`config.mk`:
```
export PLATFORM = sky130hd
export DESIGN_NAME = ramen_timer_ctrl
export DESIGN_NICKNAME = d
export VERILOG_FILES = /design/src/rtl/ramen_timer_ctrl.sv
export SDC_FILE = /design/constraint.sdc
export NUM_CORES = 1
export LEC_CHECK = 0
export ABC_AREA = 1
export CAP_MARGIN = 20
export CORE_MARGIN = 5
export CORE_UTILIZATION = 43
export DETAILED_ROUTE_END_ITERATION = 6
export PLACE_DENSITY = 0.58
export SLEW_MARGIN = 0
export SYNTH_ARGS = -nofsm -noshare
export SYNTH_HDL_FRONTEND = slang
export SYNTH_SLANG_ARGS = --single-unit
```
`constraint.sdc`:
```
create_clock -name clk -period 4 [get_ports clk]
set_input_delay 0.4 -clock clk [delete_from_list [all_inputs] [get_ports clk]]
set_output_delay 0.4 -clock clk [all_outputs]
set_load 0.01 [all_outputs]
```
`src/rtl/ramen_timer_ctrl.sv`:
```
// Ramen countdown timer: IDLE/RUN/PAUSE/DONE control, BCD mm:ss countdown and 4-digit scan mux.
// Define RAMEN_TIMER_BLINK_EN to blank the display during the second half of each second in PAUSE/DONE.
module ramen_timer_ctrl #(
    parameter int TICK_DIV    = 50_000_000,
    parameter int SCAN_DIV    = 50_000,
    parameter int DEFAULT_MIN = 3
) (
    input  logic        clk,
    input  logic        rst,
    input  logic        btn_start,
    input  logic        btn_up,
    input  logic        btn_clear,
    output logic        sec_tick,
    output logic [15:0] time_bcd,
    output logic [3:0]  seg_sel,
    output logic [3:0]  seg_digit,
    output logic [1:0]  state,
    output logic        alarm
);
    localparam int TICK_W = (TICK_DIV > 1) ? $clog2(TICK_DIV) : 1;
    localparam int SCAN_W = (SCAN_DIV > 1) ? $clog2(SCAN_DIV) : 1;
    localparam logic [TICK_W-1:0] TICK_LAST = TICK_W'(TICK_DIV - 1);
    localparam logic [SCAN_W-1:0] SCAN_LAST = SCAN_W'(SCAN_DIV - 1);
    localparam logic [15:0]       PRESET    = {4'(DEFAULT_MIN / 10), 4'(DEFAULT_MIN % 10), 8'h00};

    typedef enum logic [1:0] {
        S_IDLE  = 2'b00,
        S_RUN   = 2'b01,
        S_PAUSE = 2'b10,
        S_DONE  = 2'b11
    } state_t;

    state_t              state_q, state_d;
    logic [15:0]         time_q, time_d;
    logic [TICK_W-1:0]   presc_q, presc_d, presc_inc;
    logic                tick_q, tick_d;
    logic                presc_wrap;
    logic [SCAN_W-1:0]   scan_q;
    logic [1:0]          sidx_q;
    logic [15:0]         time_dec;
    logic [3:0]          sel_onehot;

    // One-second BCD decrement with borrow; only applied to a nonzero time.
    function automatic logic [15:0] bcd_dec(input logic [15:0] t);
        logic [3:0] m1, m0, s1, s0;
        {m1, m0, s1, s0} = t;
        if (s0 != 4'd0) begin
            s0 = s0 - 4'd1;
        end else begin
            s0 = 4'd9;
            if (s1 != 4'd0) begin
                s1 = s1 - 4'd1;
            end else begin
                s1 = 4'd5;
                if (m0 != 4'd0) begin
                    m0 = m0 - 4'd1;
                end else begin
                    m0 = 4'd9;
                    m1 = m1 - 4'd1;
                end
            end
        end
        return {m1, m0, s1, s0};
    endfunction

    // Add one minute, minute field saturating at 99.
    function automatic logic [15:0] bcd_add_min(input logic [15:0] t);
        logic [3:0] m1, m0;
        {m1, m0} = t[15:8];
        if ({m1, m0} == 8'h99) begin
            return t;
        end
        if (m0 == 4'd9) begin
            m0 = 4'd0;
            m1 = m1 + 4'd1;
        end else begin
            m0 = m0 + 4'd1;
        end
        return {m1, m0, t[7:0]};
    endfunction

    assign presc_wrap = (presc_q == TICK_LAST);
    assign presc_inc  = presc_wrap ? '0 : presc_q + TICK_W'(1);
    assign time_dec   = bcd_dec(time_q);

    always_ff @(posedge clk or posedge rst) begin
        if (rst) begin
            state_q <= S_IDLE;
            time_q  <= PRESET;
            presc_q <= '0;
            tick_q  <= 1'b0;
        end else begin
            state_q <= state_d;
            time_q  <= time_d;
            presc_q <= presc_d;
            tick_q  <= tick_d;
        end
    end

    always_comb begin
        state_d = state_q;
        time_d  = time_q;
        presc_d = presc_q;
        tick_d  = 1'b0;
        if (btn_clear) begin
            state_d = S_IDLE;
            time_d  = PRESET;
            presc_d = '0;
        end else begin
            case (state_q)
                S_IDLE: begin
                    if (btn_start) begin
                        if (time_q != 16'h0000) begin
                            state_d = S_RUN;
                            presc_d = '0;
                        end
                    end else if (btn_up) begin
                        time_d = bcd_add_min(time_q);
                    end
                end
                S_RUN: begin
                    presc_d = presc_inc;
                    if (btn_start) begin
                        state_d = S_PAUSE;
                    end
                    // A tick in the pausing cycle still counts; expiry overrides the pause.
                    if (presc_wrap) begin
                        tick_d = 1'b1;
                        time_d = time_dec;
                        if (time_dec == 16'h0000) begin
                            state_d = S_DONE;
                        end
                    end
                end
                S_PAUSE: begin
                    if (btn_start) begin
                        state_d = S_RUN;
                    end
                end
                S_DONE: begin
                    presc_d = presc_inc;
                    if (btn_start) begin
                        state_d = S_IDLE;
                        time_d  = PRESET;
                    end
                end
                default: state_d = S_IDLE;
            endcase
        end
    end

    always_ff @(posedge clk or posedge rst) begin
        if (rst) begin
            scan_q <= '0;
            sidx_q <= 2'd0;
        end else if (scan_q == SCAN_LAST) begin
            scan_q <= '0;
            sidx_q <= sidx_q + 2'd1;
        end else begin
            scan_q <= scan_q + SCAN_W'(1);
        end
    end

    always_comb begin
        sel_onehot = 4'b0001 << sidx_q;
        alarm      = (state_q == S_DONE);
`ifdef RAMEN_TIMER_BLINK_EN
        if ((state_q == S_PAUSE || state_q == S_DONE) && presc_q >= TICK_W'(TICK_DIV / 2)) begin
            seg_sel = 4'b0000;
        end else begin
            seg_sel = sel_onehot;
        end
`else
        seg_sel = sel_onehot;
`endif
        case (sidx_q)
            2'd0:    seg_digit = time_q[3:0];
            2'd1:    seg_digit = time_q[7:4];
            2'd2:    seg_digit = time_q[11:8];
            default: seg_digit = time_q[15:12];
        endcase
    end

    assign sec_tick = tick_q;
    assign time_bcd = time_q;
    assign state    = state_q;

endmodule

```
==> run_summary.xml, run 1 <==
<?xml version="1.0" encoding="UTF-8"?>
<metrics>
  <group name="status">
    <metric name="status" unit="">complete, no violations</metric>
  </group>
  <group name="worst_setup_path">
    <metric name="worstSetupEndpointType" unit="">flop</metric>
    <metric name="cpLargestDelayFamily" unit="">buffers and inverters</metric>
    <metric name="crit_required" unit="ns">4.28</metric>
    <metric name="critical_path_class" unit="">in -&gt; reg</metric>
    <metric name="cp_num_buf_inv" unit="">3</metric>
    <metric name="critPathArrivalTime" unit="ns">2.87</metric>
    <metric name="critPathMaxFanout" unit="">23</metric>
    <metric name="worst_path_max_delay_cell" unit="">sky130_fd_sc_hd__clkdlybuf4s50_1</metric>
    <metric name="cp-start-kind" unit="">primary input</metric>
    <metric name="largest_stage_delay_on_the_critical_path" unit="ns">0.73</metric>
    <metric name="critical_path.cell_chain" unit="">clkdlybuf4s50_1 -&gt; inv_1 -&gt; nand3_1 -&gt; nand3_2 -&gt; inv_2 -&gt; nand2_1 -&gt; a21oi_1</metric>
  </group>
  <group name="yosys">
    <metric name="post_synth_and_or_nand_nor_area_fraction" unit="%">36.00</metric>
    <metric name="synth_compound_gate_area_share" unit="%">10.52</metric>
    <metric name="synth_cells" unit="">619</metric>
    <metric name="synth_seq_cells" unit="">63</metric>
    <metric name="synth_area" unit="um^2">4414</metric>
    <metric name="yosysWarningCount" unit="">0</metric>
    <metric name="synth_xor_area_share" unit="%">5.159</metric>
    <metric name="syn_avg_cell_area" unit="um^2">7.131</metric>
    <metric name="synth-seq-area-share" unit="%">35.77</metric>
    <metric name="synth_top_family_by_area" unit="">simple AND/OR/NAND/NOR gates</metric>
    <metric name="syn-num-nets" unit="">637</metric>
    <metric name="multiplexer_area_fraction_after_synthesis" unit="%">0</metric>
    <metric name="synthDistinctLibCells" unit="">41</metric>
    <metric name="adder_cell_fraction_of_synth_area" unit="%">3.685</metric>
  </group>
  <group name="cts">
    <metric name="tritoncts.num_buffers" unit="">9</metric>
    <metric name="ctsRootBufferMaster" unit="">sky130_fd_sc_hd__clkbuf_8</metric>
    <metric name="numClockSinks" unit="">63</metric>
    <metric name="cts.reportedPaths.clkPinSlew" unit="ns">0.08</metric>
    <metric name="clock_tree_from_tritoncts" unit="">done</metric>
    <metric name="cts.repair.resized" unit="">0</metric>
    <metric name="cts_htree_levels" unit="">3</metric>
    <metric name="clk_latency" unit="ns">0.35</metric>
    <metric name="postCtsSetupBuffers" unit="">0</metric>
    <metric name="clockBufferDepth" unit="">2</metric>
    <metric name="hold_buffers" unit="">0</metric>
  </group>
  <group name="cells_and_area">
    <metric name="final_design_utilization" unit="%">49.52</metric>
    <metric name="num-fill-cells" unit="">1058</metric>
    <metric name="num_antenna_cells" unit="">0</metric>
    <metric name="finish.net_count" unit="">670</metric>
    <metric name="area_growth_syn_to_layout" unit="%">14.26</metric>
    <metric name="register_area" unit="um^2">1579</metric>
    <metric name="drive_above_1_share" unit="%">9.437</metric>
    <metric name="multi_input_comb_area" unit="um^2">2444</metric>
  </group>
  <group name="placed_design">
    <metric name="placement.io_buffers" unit="">32</metric>
    <metric name="dp_slack" unit="ns">1.050</metric>
    <metric name="detailed_place_hpwl" unit="mm">8.493</metric>
    <metric name="gpl.final_weighted_congestion" unit="">0.9296</metric>
  </group>
  <group name="pwr">
    <metric name="power.density" unit="nW/um^2">370.6</metric>
    <metric name="p_leak" unit="nW">2.223</metric>
    <metric name="ir_worst_vdd" unit="uV">236.7</metric>
  </group>
  <group name="detailed_routing">
    <metric name="drt-wirelength-per-cell" unit="um">14.61</metric>
    <metric name="route.final.wire_length" unit="mm">11.59</metric>
    <metric name="viasPerCell" unit="">5.238</metric>
    <metric name="vias" unit="">4154</metric>
    <metric name="post-route-drc-count" unit="">0</metric>
    <metric name="drt-initial-drc-count" unit="">193</metric>
    <metric name="ant_nets" unit="">0</metric>
    <metric name="detail_route.first_pass.iterations" unit="">5</metric>
  </group>
  <group name="timing">
    <metric name="setup_total_negative_slack" unit="ns">0</metric>
    <metric name="final.setup.worst_slack" unit="ns">1.406</metric>
    <metric name="timing.final.max_slew_violations" unit="">0</metric>
    <metric name="fin_crit_sh" unit="%">64.85</metric>
    <metric name="fin_hold_ws" unit="ns">0.4559</metric>
    <metric name="grt_setup_unrepaired" unit="">false</metric>
    <metric name="rel_slew_slack" unit="%">39.84</metric>
    <metric name="fin_worst_skew" unit="ns">0.01867</metric>
    <metric name="final-setup-viol-count" unit="">0</metric>
    <metric name="fin_crit" unit="ns">2.594</metric>
    <metric name="max_clock_freq" unit="MHz">385.5</metric>
    <metric name="worst_slew_pin_slew" unit="ns">0.8975</metric>
    <metric name="timing.final.hold_violations" unit="">0</metric>
  </group>
  <group name="floorplanning">
    <metric name="io-pin-count" unit="">33</metric>
    <metric name="fp.dieArea" unit="um^2">12390</metric>
    <metric name="placeable_core_region" unit="um^2">10180</metric>
    <metric name="row_count" unit="">37</metric>
    <metric name="start_util" unit="%">43.34</metric>
    <metric name="die_x" unit="um">111.3</metric>
    <metric name="die_h" unit="um">111.3</metric>
  </group>
  <group name="run">
    <metric name="cap_violations" unit="">0</metric>
  </group>
  <group name="hold_path">
    <metric name="worstHoldPathType" unit="">in -&gt; async</metric>
  </group>
  <group name="global_routing">
    <metric name="grt_start_max_net_pins" unit="">36</metric>
    <metric name="grt_antenna_before_repair" unit="">0</metric>
    <metric name="groute.usage.overall" unit="%">19.19</metric>
    <metric name="first_global_vias" unit="">4095</metric>
    <metric name="globalRoute.totalOverflow" unit="">0</metric>
    <metric name="first_pass_grt_wire_length" unit="mm">19.67</metric>
  </group>
</metrics>
## path summary, 6_finish.rpt
check / start / to / slack [ns] / cells after the start
hold reg to reg: scan_q[0] / scan_q[0] / 0.46 / 1
setup reg to reg: time_bcd[0] / presc_q[2] / 1.61 / 11
setup / recovery: btn_clear / presc_q[2] / 1.41 / 7
hold / removal: rst / sidx_q[0] / 0.46 / 2
min in group clk: scan_q[0] / scan_q[0] / 0.46 / 1
max in group asynchronous: rst / presc_q[12] / 2.63 / 3
## cells by family (layout without fill, tap and decap cells)
kind of cell               count (synthesis)  count (layout)
AOI/OAI and AO/OA                         77              77
and+or+nand+nor                          344             344
adders and majority gates                 13              13
buffers and inverters                     96             134
DFF                                       63              63
xor gates and xnor gates                  26              26
## metal layers
metal	routed length [um]	vias to the layer above	part of all wire (%)	global-route usage [%]
li1	-	2080	-	-
met3	472	23	4.1	4.258
met4	254	0	2.2	5.921
met1	5325	1959	46	24.53
met5	0	-	0	0
met2	5536	92	48	32.45
## Yosys cell counts
master                     instances  area, um^2
sky130_fd_sc_hd__nand4_1          17       106.4
sky130_fd_sc_hd__nand3_4           2       35.03
sky130_fd_sc_hd__o221ai_1          1       8.760
sky130_fd_sc_hd__ha_1             13       162.7
sky130_fd_sc_hd__nor2_2            3       18.77
sky130_fd_sc_hd__o31ai_1           1       7.510
sky130_fd_sc_hd__nor3_1           20       100.1
sky130_fd_sc_hd__dfrtp_1          61        1526
sky130_fd_sc_hd__dfstp_2           2       52.55
sky130_fd_sc_hd__nand2_4           1       11.26
sky130_fd_sc_hd__xnor2_1           5       43.79
sky130_fd_sc_hd__nand2_1         154       578.1
sky130_fd_sc_hd__o41ai_1           1       8.760
sky130_fd_sc_hd__a31oi_1           2       12.51
sky130_fd_sc_hd__o31ai_2           1       12.51
sky130_fd_sc_hd__and3_1            2       12.51
sky130_fd_sc_hd__o21ai_2           9       78.83
sky130_fd_sc_hd__o22ai_1           6       37.54
sky130_fd_sc_hd__nand3_2           7       70.07
sky130_fd_sc_hd__nand3_1          47       235.2
sky130_fd_sc_hd__nor3_2            3       30.03
sky130_fd_sc_hd__nor3b_1           1       7.510
sky130_fd_sc_hd__a21oi_1          23       115.1
sky130_fd_sc_hd__nand3b_1          1       7.510
sky130_fd_sc_hd__o21ai_1           3       15.01
sky130_fd_sc_hd__nor2_4            5       56.30
sky130_fd_sc_hd__nor2_1           77       289.0
sky130_fd_sc_hd__inv_1            74       277.8
sky130_fd_sc_hd__inv_2            10       37.54
sky130_fd_sc_hd__xor2_1           21       183.9
sky130_fd_sc_hd__buf_6             2       22.52
sky130_fd_sc_hd__nor4_1            3       18.77
sky130_fd_sc_hd__buf_2             1       5.000
sky130_fd_sc_hd__a22o_1            1       8.760
sky130_fd_sc_hd__buf_1             2       7.510
sky130_fd_sc_hd__clkbuf_1          3       11.26
sky130_fd_sc_hd__buf_4             4       30.03
sky130_fd_sc_hd__o21ai_0          24       120.1
sky130_fd_sc_hd__nor4_2            1       12.51
sky130_fd_sc_hd__a211oi_1          4       30.03
sky130_fd_sc_hd__o32ai_1           1       8.760
## area by class of cell
type                       count  share of cell area (%)
clock inverter                 5                   1.166
timing repair buffer          34                   6.648
inverter                      84                   6.252
tap                          136                   3.374
clock buffer                  11                   2.803
multi-input combinational    460                   48.45
sequential                    63                   31.31
## layout by cell type, fill, tap and decap left out, types with 2 or more instances in the layout
master	count
sky130_fd_sc_hd__a211oi_1	4
sky130_fd_sc_hd__ha_1	13
sky130_fd_sc_hd__clkbuf_8	10
sky130_fd_sc_hd__nor3_2	3
sky130_fd_sc_hd__and3_1	2
sky130_fd_sc_hd__nand2_1	154
sky130_fd_sc_hd__nand4_1	17
sky130_fd_sc_hd__nor2_2	3
sky130_fd_sc_hd__clkdlybuf4s50_1	32
sky130_fd_sc_hd__o21ai_1	3
sky130_fd_sc_hd__inv_1	73
sky130_fd_sc_hd__o21ai_2	9
sky130_fd_sc_hd__nand3_2	7
sky130_fd_sc_hd__a31oi_1	2
sky130_fd_sc_hd__nor3_1	20
sky130_fd_sc_hd__o21ai_0	24
sky130_fd_sc_hd__dfrtp_1	61
sky130_fd_sc_hd__nand3_1	47
sky130_fd_sc_hd__nor4_1	3
sky130_fd_sc_hd__nand3_4	2
sky130_fd_sc_hd__xor2_1	21
sky130_fd_sc_hd__xnor2_1	5
sky130_fd_sc_hd__a21oi_1	23
sky130_fd_sc_hd__nor2_1	77
sky130_fd_sc_hd__inv_2	11
sky130_fd_sc_hd__o22ai_1	6
sky130_fd_sc_hd__nor2_4	5
sky130_fd_sc_hd__clkinvlp_4	2
sky130_fd_sc_hd__dfstp_2	2
sky130_fd_sc_hd__buf_4	2
## metrics by stage
stage                     cells  power [W]  area, um^2
after detailed placement    777   0.001285        4843
after global placement      777   0.001281        4843
final                       793   0.001869        5044
after global routing        793   0.001999        5044
after floorplan             619   0.001093        4414
after CTS                   793   0.001890        5044
## registers in the layout, indices dropped and copies added, names as in the netlist
register	flops
presc_q	26
scan_q	16
time_bcd	16
sidx_q	2
state	2
sec_tick	1
## report_power, final
part           total, W  internal [W]  switching [W]
Clock          0.000592      0.000305       0.000286
Combinational  0.000530      0.000202       0.000328
Sequential     0.000747      0.000682      0.0000655
Note: power is estimated with default switching activity, not from simulation.
==> inputs of run 2 (changes only) <==
PLACE_DENSITY = 0.6   (was 0.58)
clock period = 2.35 ns   (was 4 ns; I/O delays follow)
==> run_summary.xml, run 2 (synthesis gave the netlist of run 1 again) <==
<?xml version="1.0" encoding="UTF-8"?>
<metrics>
  <group name="status">
    <metric name="status" unit="">complete, no violations</metric>
  </group>
  <group name="detailed_routing">
    <metric name="route.final.wire_length" unit="mm">11.54</metric>
    <metric name="highest_layer" unit="">met4</metric>
    <metric name="met3_length" unit="um">388</metric>
    <metric name="met1Wirelength" unit="mm">5.191</metric>
    <metric name="post-route-drc-count" unit="">0</metric>
    <metric name="drt-wirelength-per-cell" unit="um">14.44</metric>
    <metric name="met2RoutedLength" unit="mm">5.639</metric>
    <metric name="vias" unit="">4129</metric>
    <metric name="drt-initial-drc-count" unit="">217</metric>
    <metric name="detail_route.first_pass.iterations" unit="">4</metric>
    <metric name="ant_nets" unit="">0</metric>
    <metric name="viasPerCell" unit="">5.168</metric>
  </group>
  <group name="timing">
    <metric name="timing.final.max_slew_violations" unit="">0</metric>
    <metric name="max_clock_freq" unit="MHz">478.3</metric>
    <metric name="timing.final.hold_violations" unit="">0</metric>
    <metric name="grt_setup_unrepaired" unit="">false</metric>
    <metric name="final-setup-viol-count" unit="">0</metric>
    <metric name="fin_crit" unit="ns">2.091</metric>
    <metric name="fin_worst_skew" unit="ns">0.01648</metric>
    <metric name="fin_crit_sh" unit="%">88.96</metric>
    <metric name="setup_total_negative_slack" unit="ns">0</metric>
    <metric name="worst_slew_pin_slew" unit="ns">0.4225</metric>
    <metric name="rel_slew_slack" unit="%">71.80</metric>
  </group>
  <group name="global_routing">
    <metric name="grt_antenna_before_repair" unit="">0</metric>
    <metric name="globalRoute.totalOverflow" unit="">0</metric>
    <metric name="first_pass_grt_wire_length" unit="mm">19.86</metric>
    <metric name="groute.usage.overall" unit="%">19.50</metric>
    <metric name="grt_start_max_net_pins" unit="">64</metric>
    <metric name="first_global_vias" unit="">4104</metric>
  </group>
  <group name="cells_and_area">
    <metric name="final_design_utilization" unit="%">50.12</metric>
    <metric name="highest_count_cells_in_the_layout_ignoring_fill_and_taps" unit="">154 x sky130_fd_sc_hd__nand2_1, 77 x sky130_fd_sc_hd__nor2_1, 73 x sky130_fd_sc_hd__inv_1</metric>
    <metric name="finish.net_count" unit="">677</metric>
    <metric name="largest_register_ff_count" unit="">26</metric>
    <metric name="num_antenna_cells" unit="">0</metric>
    <metric name="num-fill-cells" unit="">1025</metric>
    <metric name="commonest_non_fill_non_tap_cell_in_the_layout" unit="">sky130_fd_sc_hd__nand2_1</metric>
    <metric name="registers.top_by_ff_count" unit="">presc_q</metric>
    <metric name="area_growth_syn_to_layout" unit="%">15.65</metric>
    <metric name="drive_above_1_share" unit="%">10.41</metric>
  </group>
  <group name="cts">
    <metric name="cts_htree_levels" unit="">3</metric>
    <metric name="cts.reportedPaths.clkPinSlew" unit="ns">0.08</metric>
    <metric name="ctsRootBufferMaster" unit="">sky130_fd_sc_hd__clkbuf_8</metric>
    <metric name="tritoncts.num_buffers" unit="">9</metric>
    <metric name="hold_buffers" unit="">0</metric>
    <metric name="clk_latency" unit="ns">0.36</metric>
    <metric name="cts.repair.resized" unit="">0</metric>
    <metric name="clock_tree_from_tritoncts" unit="">done</metric>
    <metric name="clockBufferDepth" unit="">2</metric>
    <metric name="postCtsSetupBuffers" unit="">0</metric>
    <metric name="numClockSinks" unit="">63</metric>
  </group>
  <group name="floorplanning">
    <metric name="start_util" unit="%">43.34</metric>
    <metric name="placeable_core_region" unit="um^2">10180</metric>
    <metric name="die_h" unit="um">111.3</metric>
    <metric name="row_count" unit="">37</metric>
    <metric name="fp.dieArea" unit="um^2">12390</metric>
    <metric name="die_x" unit="um">111.3</metric>
    <metric name="io-pin-count" unit="">33</metric>
  </group>
  <group name="worst_setup_path">
    <metric name="worst_path_max_delay_cell" unit="">sky130_fd_sc_hd__dfrtp_1</metric>
    <metric name="crit_required" unit="ns">2.64</metric>
    <metric name="critical_path_depth" unit="">12</metric>
    <metric name="critical_path.cell_chain" unit="">inv_1 -&gt; ha_1 -&gt; nand3_4 -&gt; nor2_4 -&gt; nor2_1 -&gt; nor2_1 -&gt; nand3_1 -&gt; nor2_1 -&gt; nand3_1 -&gt; nand2_1 -&gt; nand2_1 -&gt; nand2_1</metric>
    <metric name="critPathMaxFanout" unit="">9</metric>
    <metric name="critical_path_class" unit="">reg -&gt; reg</metric>
    <metric name="cp_num_buf_inv" unit="">1</metric>
    <metric name="cpLargestDelayFamily" unit="">simple AND/OR/NAND/NOR gates</metric>
    <metric name="worstSetupEndpointType" unit="">flop</metric>
    <metric name="critPathArrivalTime" unit="ns">2.38</metric>
    <metric name="largest_stage_delay_on_the_critical_path" unit="ns">0.42</metric>
    <metric name="worst-r2r-cell-count" unit="">12</metric>
    <metric name="cp-start-kind" unit="">flop</metric>
  </group>
  <group name="pwr">
    <metric name="ir_worst_vdd" unit="uV">356.7</metric>
    <metric name="power.density" unit="nW/um^2">599.8</metric>
    <metric name="p_leak" unit="nW">2.319</metric>
  </group>
  <group name="hold_path">
    <metric name="worstHoldPathType" unit="">in -&gt; async</metric>
  </group>
  <group name="run">
    <metric name="cap_violations" unit="">0</metric>
  </group>
  <group name="placed_design">
    <metric name="gpl.final_weighted_congestion" unit="">0.9093</metric>
    <metric name="detailed_place_hpwl" unit="mm">8.622</metric>
    <metric name="placement.io_buffers" unit="">32</metric>
  </group>
</metrics>
[run 2: changes by cell type in the layout (fill, tap and decap cells not counted), sizes merged]
cell,previous run,this run
clkdlybuf4s50,32,28
dlymetal6s2s,0,4
clkbuf,11,12
clkinvlp,2,0
buf,2,9
clkinv,2,3
bufinv,1,0
[run 2: area by class of cell]
class,instances,area [um^2],share of cell area (%)
multi-input combinational,460,2456,48.11
sequential,63,1579,30.93
timing repair buffer,41,410.4,8.039
inverter,84,315.3,6.176
tap,136,170.2,3.333
clock buffer,12,155.1,3.039
clock inverter,3,18.77,0.3676
[run 2: where the power goes]
group | switching, W | internal, W | leakage, nW
combinational | 0.000584 | 0.000356 | 1.38
clock | 0.000429 | 0.000433 | 0.0922
sequential | 0.0000994 | 0.00116 | 0.845
[run 2: worst paths after layout]
kind / from / endpoint / slack, ns
max: time_bcd[0] / state[1] / 0.26
min: rst / presc_q[19] / 0.26
max reg2reg: time_bcd[0] / state[1] / 0.26
min reg2reg: scan_q[0] / scan_q[0] / 0.46
max in group asynchronous: rst / time_bcd[9] / 1.76
min in group clk: scan_q[0] / scan_q[0] / 0.46
[run 2: layer usage]
layer / vias to the layer above / global-route usage, %
met5: - / 0
met4: 0 / 8.597
met3: 21 / 3.493
met2: 76 / 33.53
met1: 1935 / 23.89
li1: 2097 / -
[run 2: stage by stage]
stage | std cells | hold WS [ns] | power [W] | area (um^2) | setup WS [ns]
3_3_place_gp | 784 | 0.4444 | 0.002220 | 4908 | 0.2091
4_1_cts | 799 | 0.2662 | 0.003089 | 5082 | 0.02938
3_5_place_dp | 784 | 0.4523 | 0.002215 | 4908 | 0.1574
6_report | 799 | 0.2587 | 0.003062 | 5105 | 0.2595
5_1_grt | 799 | 0.3103 | 0.003264 | 5105 | 0.07013
2_1_floorplan | 619 | 0.4251 | 0.001861 | 4414 | 0.5426
[run 2: worst register-to-register path, stage by stage, from the launching register on]
cell	delay, ns
sky130_fd_sc_hd__dfrtp_1	0.42
sky130_fd_sc_hd__inv_1	0.16
sky130_fd_sc_hd__ha_1	0.25
sky130_fd_sc_hd__nand3_4	0.16
sky130_fd_sc_hd__nor2_4	0.24
sky130_fd_sc_hd__nor2_1	0.06
sky130_fd_sc_hd__nor2_1	0.16
sky130_fd_sc_hd__nand3_1	0.10
sky130_fd_sc_hd__nor2_1	0.14
sky130_fd_sc_hd__nand3_1	0.14
sky130_fd_sc_hd__nand2_1	0.08
sky130_fd_sc_hd__nand2_1	0.05
sky130_fd_sc_hd__nand2_1	0.07
==> RTL edit (config.mk and constraints of run 1) <==
Change the parameter `SCAN_DIV` from 50_000 to 12_500.
--- a/src/rtl/ramen_timer_ctrl.sv
+++ b/src/rtl/ramen_timer_ctrl.sv
@@ -4,3 +4,3 @@
     parameter int TICK_DIV    = 50_000_000,
-    parameter int SCAN_DIV    = 50_000,
+    parameter int SCAN_DIV    = 12_500,
     parameter int DEFAULT_MIN = 3
Formal check against the unedited RTL: no difference found for any inputs over 10 cycles, from zero or initial values and one cycle with rst high; that may be too few to reach the edited logic, so the function may still have changed.
==> RTL edit against run 1 <==
- worst hold slack gained 3.4 ps
- critical endpoint is now seg_digit[2]
- critical path depth is the same
- highest routed layer unchanged
- total power shrank 1.6%
- non-clock buffer count unchanged
- fmax is 4.7% higher
- worst setup slack better by 120 ps
- routed wire length shrank 5.7%
- first-iteration DRC count shrank 16%
- final cell count is 3.7% lower
- synthesized cell count fell by 4.5%
- design area decreased by 4.3%
- synthesized area decreased by 5.0%
- sequential cell count shrank 2
==> RTL edit: results (changes against run 1) <==
Setup path
  – Worst r2r src: state[0]$_DFFE_PP0P_ (was time_bcd[0]$_DFFE_PP0P_)
  – R2r endpoint: time_bcd[6]$_DFFE_PP0P_ (was presc_q[2]$_DFFE_PP0P_)
  – Internal reg-to-reg setup slack: 1570 ps (was 1610 ps)
  – R2R cell count: 8 (was 11)
  – Worst Path Max Fanout: 4 (was 23)
  – Worst Path Arrival: 2080 ps (was 2870 ps)

Pwr
  – Power in sequential cells: 0.000756 W (was 0.000747 W)
  – Sequential Power Share: 41.1% (was 40.0%)
  – Peak supply drop: 189 uV (was 237 uV)
  – Static Leakage: 2.15 nW (was 2.22 nW)
  – Clock network power: 0.000546 W (was 0.000592 W)
  – Sw Share: 36.9% (was 36.4%)

Timing
  – Tightest hold margin: 459 ps (was 456 ps)
  – Relative slew slack: 42.8% (was 39.8%)
  – Clk_skew: 12.4 ps (was 18.7 ps)

Routing
  – Via-per-instance ratio: 5.20 (was 5.24)
  – Drt initial violations: 163 (was 193)
  – DRT Pass-1 Iters: 5 (unchanged)
  – WL final: 10.9 mm (was 11.6 mm)

Layout
  – Share of post-route cells with drive strength above 1: 9.03% (was 9.44%)
  – Final Non-Filler Cells: 764 (was 793)
  – Synth-to-Final Area Change: 15.1% (was 14.3%)
  – # fillers: 984 (was 1058)
  – Diode count: 0 (unchanged)
  – Nets@finish: 641 (was 670)

Global route
  – First-pass GRT wire length: 18.4 mm (was 19.7 mm)
  – Tot GR Track Use: 19.6% (was 19.2%)
  – Initial antenna violation count: 0 (unchanged)
  – Pin count of the biggest net entering global routing: 40 (was 36)
  – Vias in the first global route: 3722 (was 4095)

Yosys
  – Synth cell count leaders: 151 x nand2_1, 81 x inv_1, 71 x nor2_1, 59 x dfrtp_1, 38 x nand3_1 (was 154 x nand2_1, 77 x nor2_1, 74 x inv_1, 61 x dfrtp_1, 47 x nand3_1)
  – Sequential area share after synthesis: 36.5% (was 35.8%)
  – Top post-synthesis cells by area: dfrtp_1 35%, nand2_1 14%, inv_1 7.3% (was dfrtp_1 35%, nand2_1 13%, nor2_1 6.5%)
  – Synth unique cells: 44 (was 41)
  – Synth Instances: 591 (was 619)
  – Net count after synthesis: 606 (was 637)
  – Post-synth ARST share: 100% (unchanged)

Clocking
  – Setup bufs post-CTS: 0 (unchanged)
  – Post-CTS sizing: 0 (unchanged)
  – CTS max path bufs: 2 (unchanged)
  – Worst-skew pair later-pin latency: 330 ps (was 350 ps)
  – Clock root buffer master: clkbuf_8 (unchanged)

Placed design
  – Post-DP HPWL: 8.15 mm (was 8.49 mm)
  – Global placement routability congestion: 0.960 (was 0.930)
  – Cell count after placement: 748 (was 777)
  – Cell Area, Placed: 0.00463 mm2 (was 0.00484 mm2)
  – Pre-CTS WS: 1440 ps (was 1050 ps)

Hold path
  – Hold Crit Class: reg2reg (was in2async)
  – Hold path depth: 1
  – Hold path endpoint: scan_q[0]$_DFF_PP0_

Outcome
  – Status: finished, final reports clean (unchanged)
[RTL edit: cell count changes after synthesis, moves of 4 or more]
cell,before,now
xor2_1,21,17
nand3_1,47,38
nor3_2,3,7
nor2_1,77,71
nand4_1,17,13
inv_2,10,3
inv_1,74,81
nand2_2,0,5
nand3_2,7,2
o21ai_0,24,31
[RTL edit: metal layers]
metal / track usage, % / part of all wire (%) / vias to the layer above
li1: - / - / 1983
met1: 28.8 / 50 / 1866
met2: 29.5 / 44 / 112
met3: 3.73 / 5.0 / 14
met4: 5.32 / 1.4 / 0
met5: 0 / 0 / -
[RTL edit: worst max-delay path, stage by stage (launching register included)]
cell             delay [ps]
dfrtp_1                 430
inv_1                   100
ha_1                    230
inv_1                    90
o22ai_1                 160
a211oi_1                 60
a21oi_1                 130
clkdlybuf4s50_1         550
[RTL edit: kinds of logic (layout without fill, tap and decap cells)]
kind of cell,count (synthesis),after routing,synth area share (%)
buf+inv,96,136,9.13
compound gates,83,83,11.8
xor+xnor,20,20,4.18
fa+ha+maj,10,10,2.98
flops,61,61,36.5
simple gates,321,321,35.5
[RTL edit: area by class of cell]
type                    count  area share (%)
clock inverters             4           0.985
multi-input cells         434            47.3
flip-flops and latches     61            31.7
well taps                 133            3.45
repair buffers             34            6.95
inverters                  86            6.69
clock buffers              12            3.01
[RTL edit: worst max path at each step]
stage                                     start                      end  slack [ps]
after floorplan                             rst   presc_q[0]$_DFFE_PP0P_        2090
after global placement                btn_clear   presc_q[2]$_DFFE_PP0P_        1530
after detailed placement              btn_clear   presc_q[2]$_DFFE_PP0P_        1440
after CTS                 sidx_q[0]$_DFFE_PP0N_             seg_digit[2]        1510
after global routing       state[0]$_DFFE_PP0P_  time_bcd[6]$_DFFE_PP0P_        1290
final                     sidx_q[0]$_DFFE_PP0N_             seg_digit[2]        1520
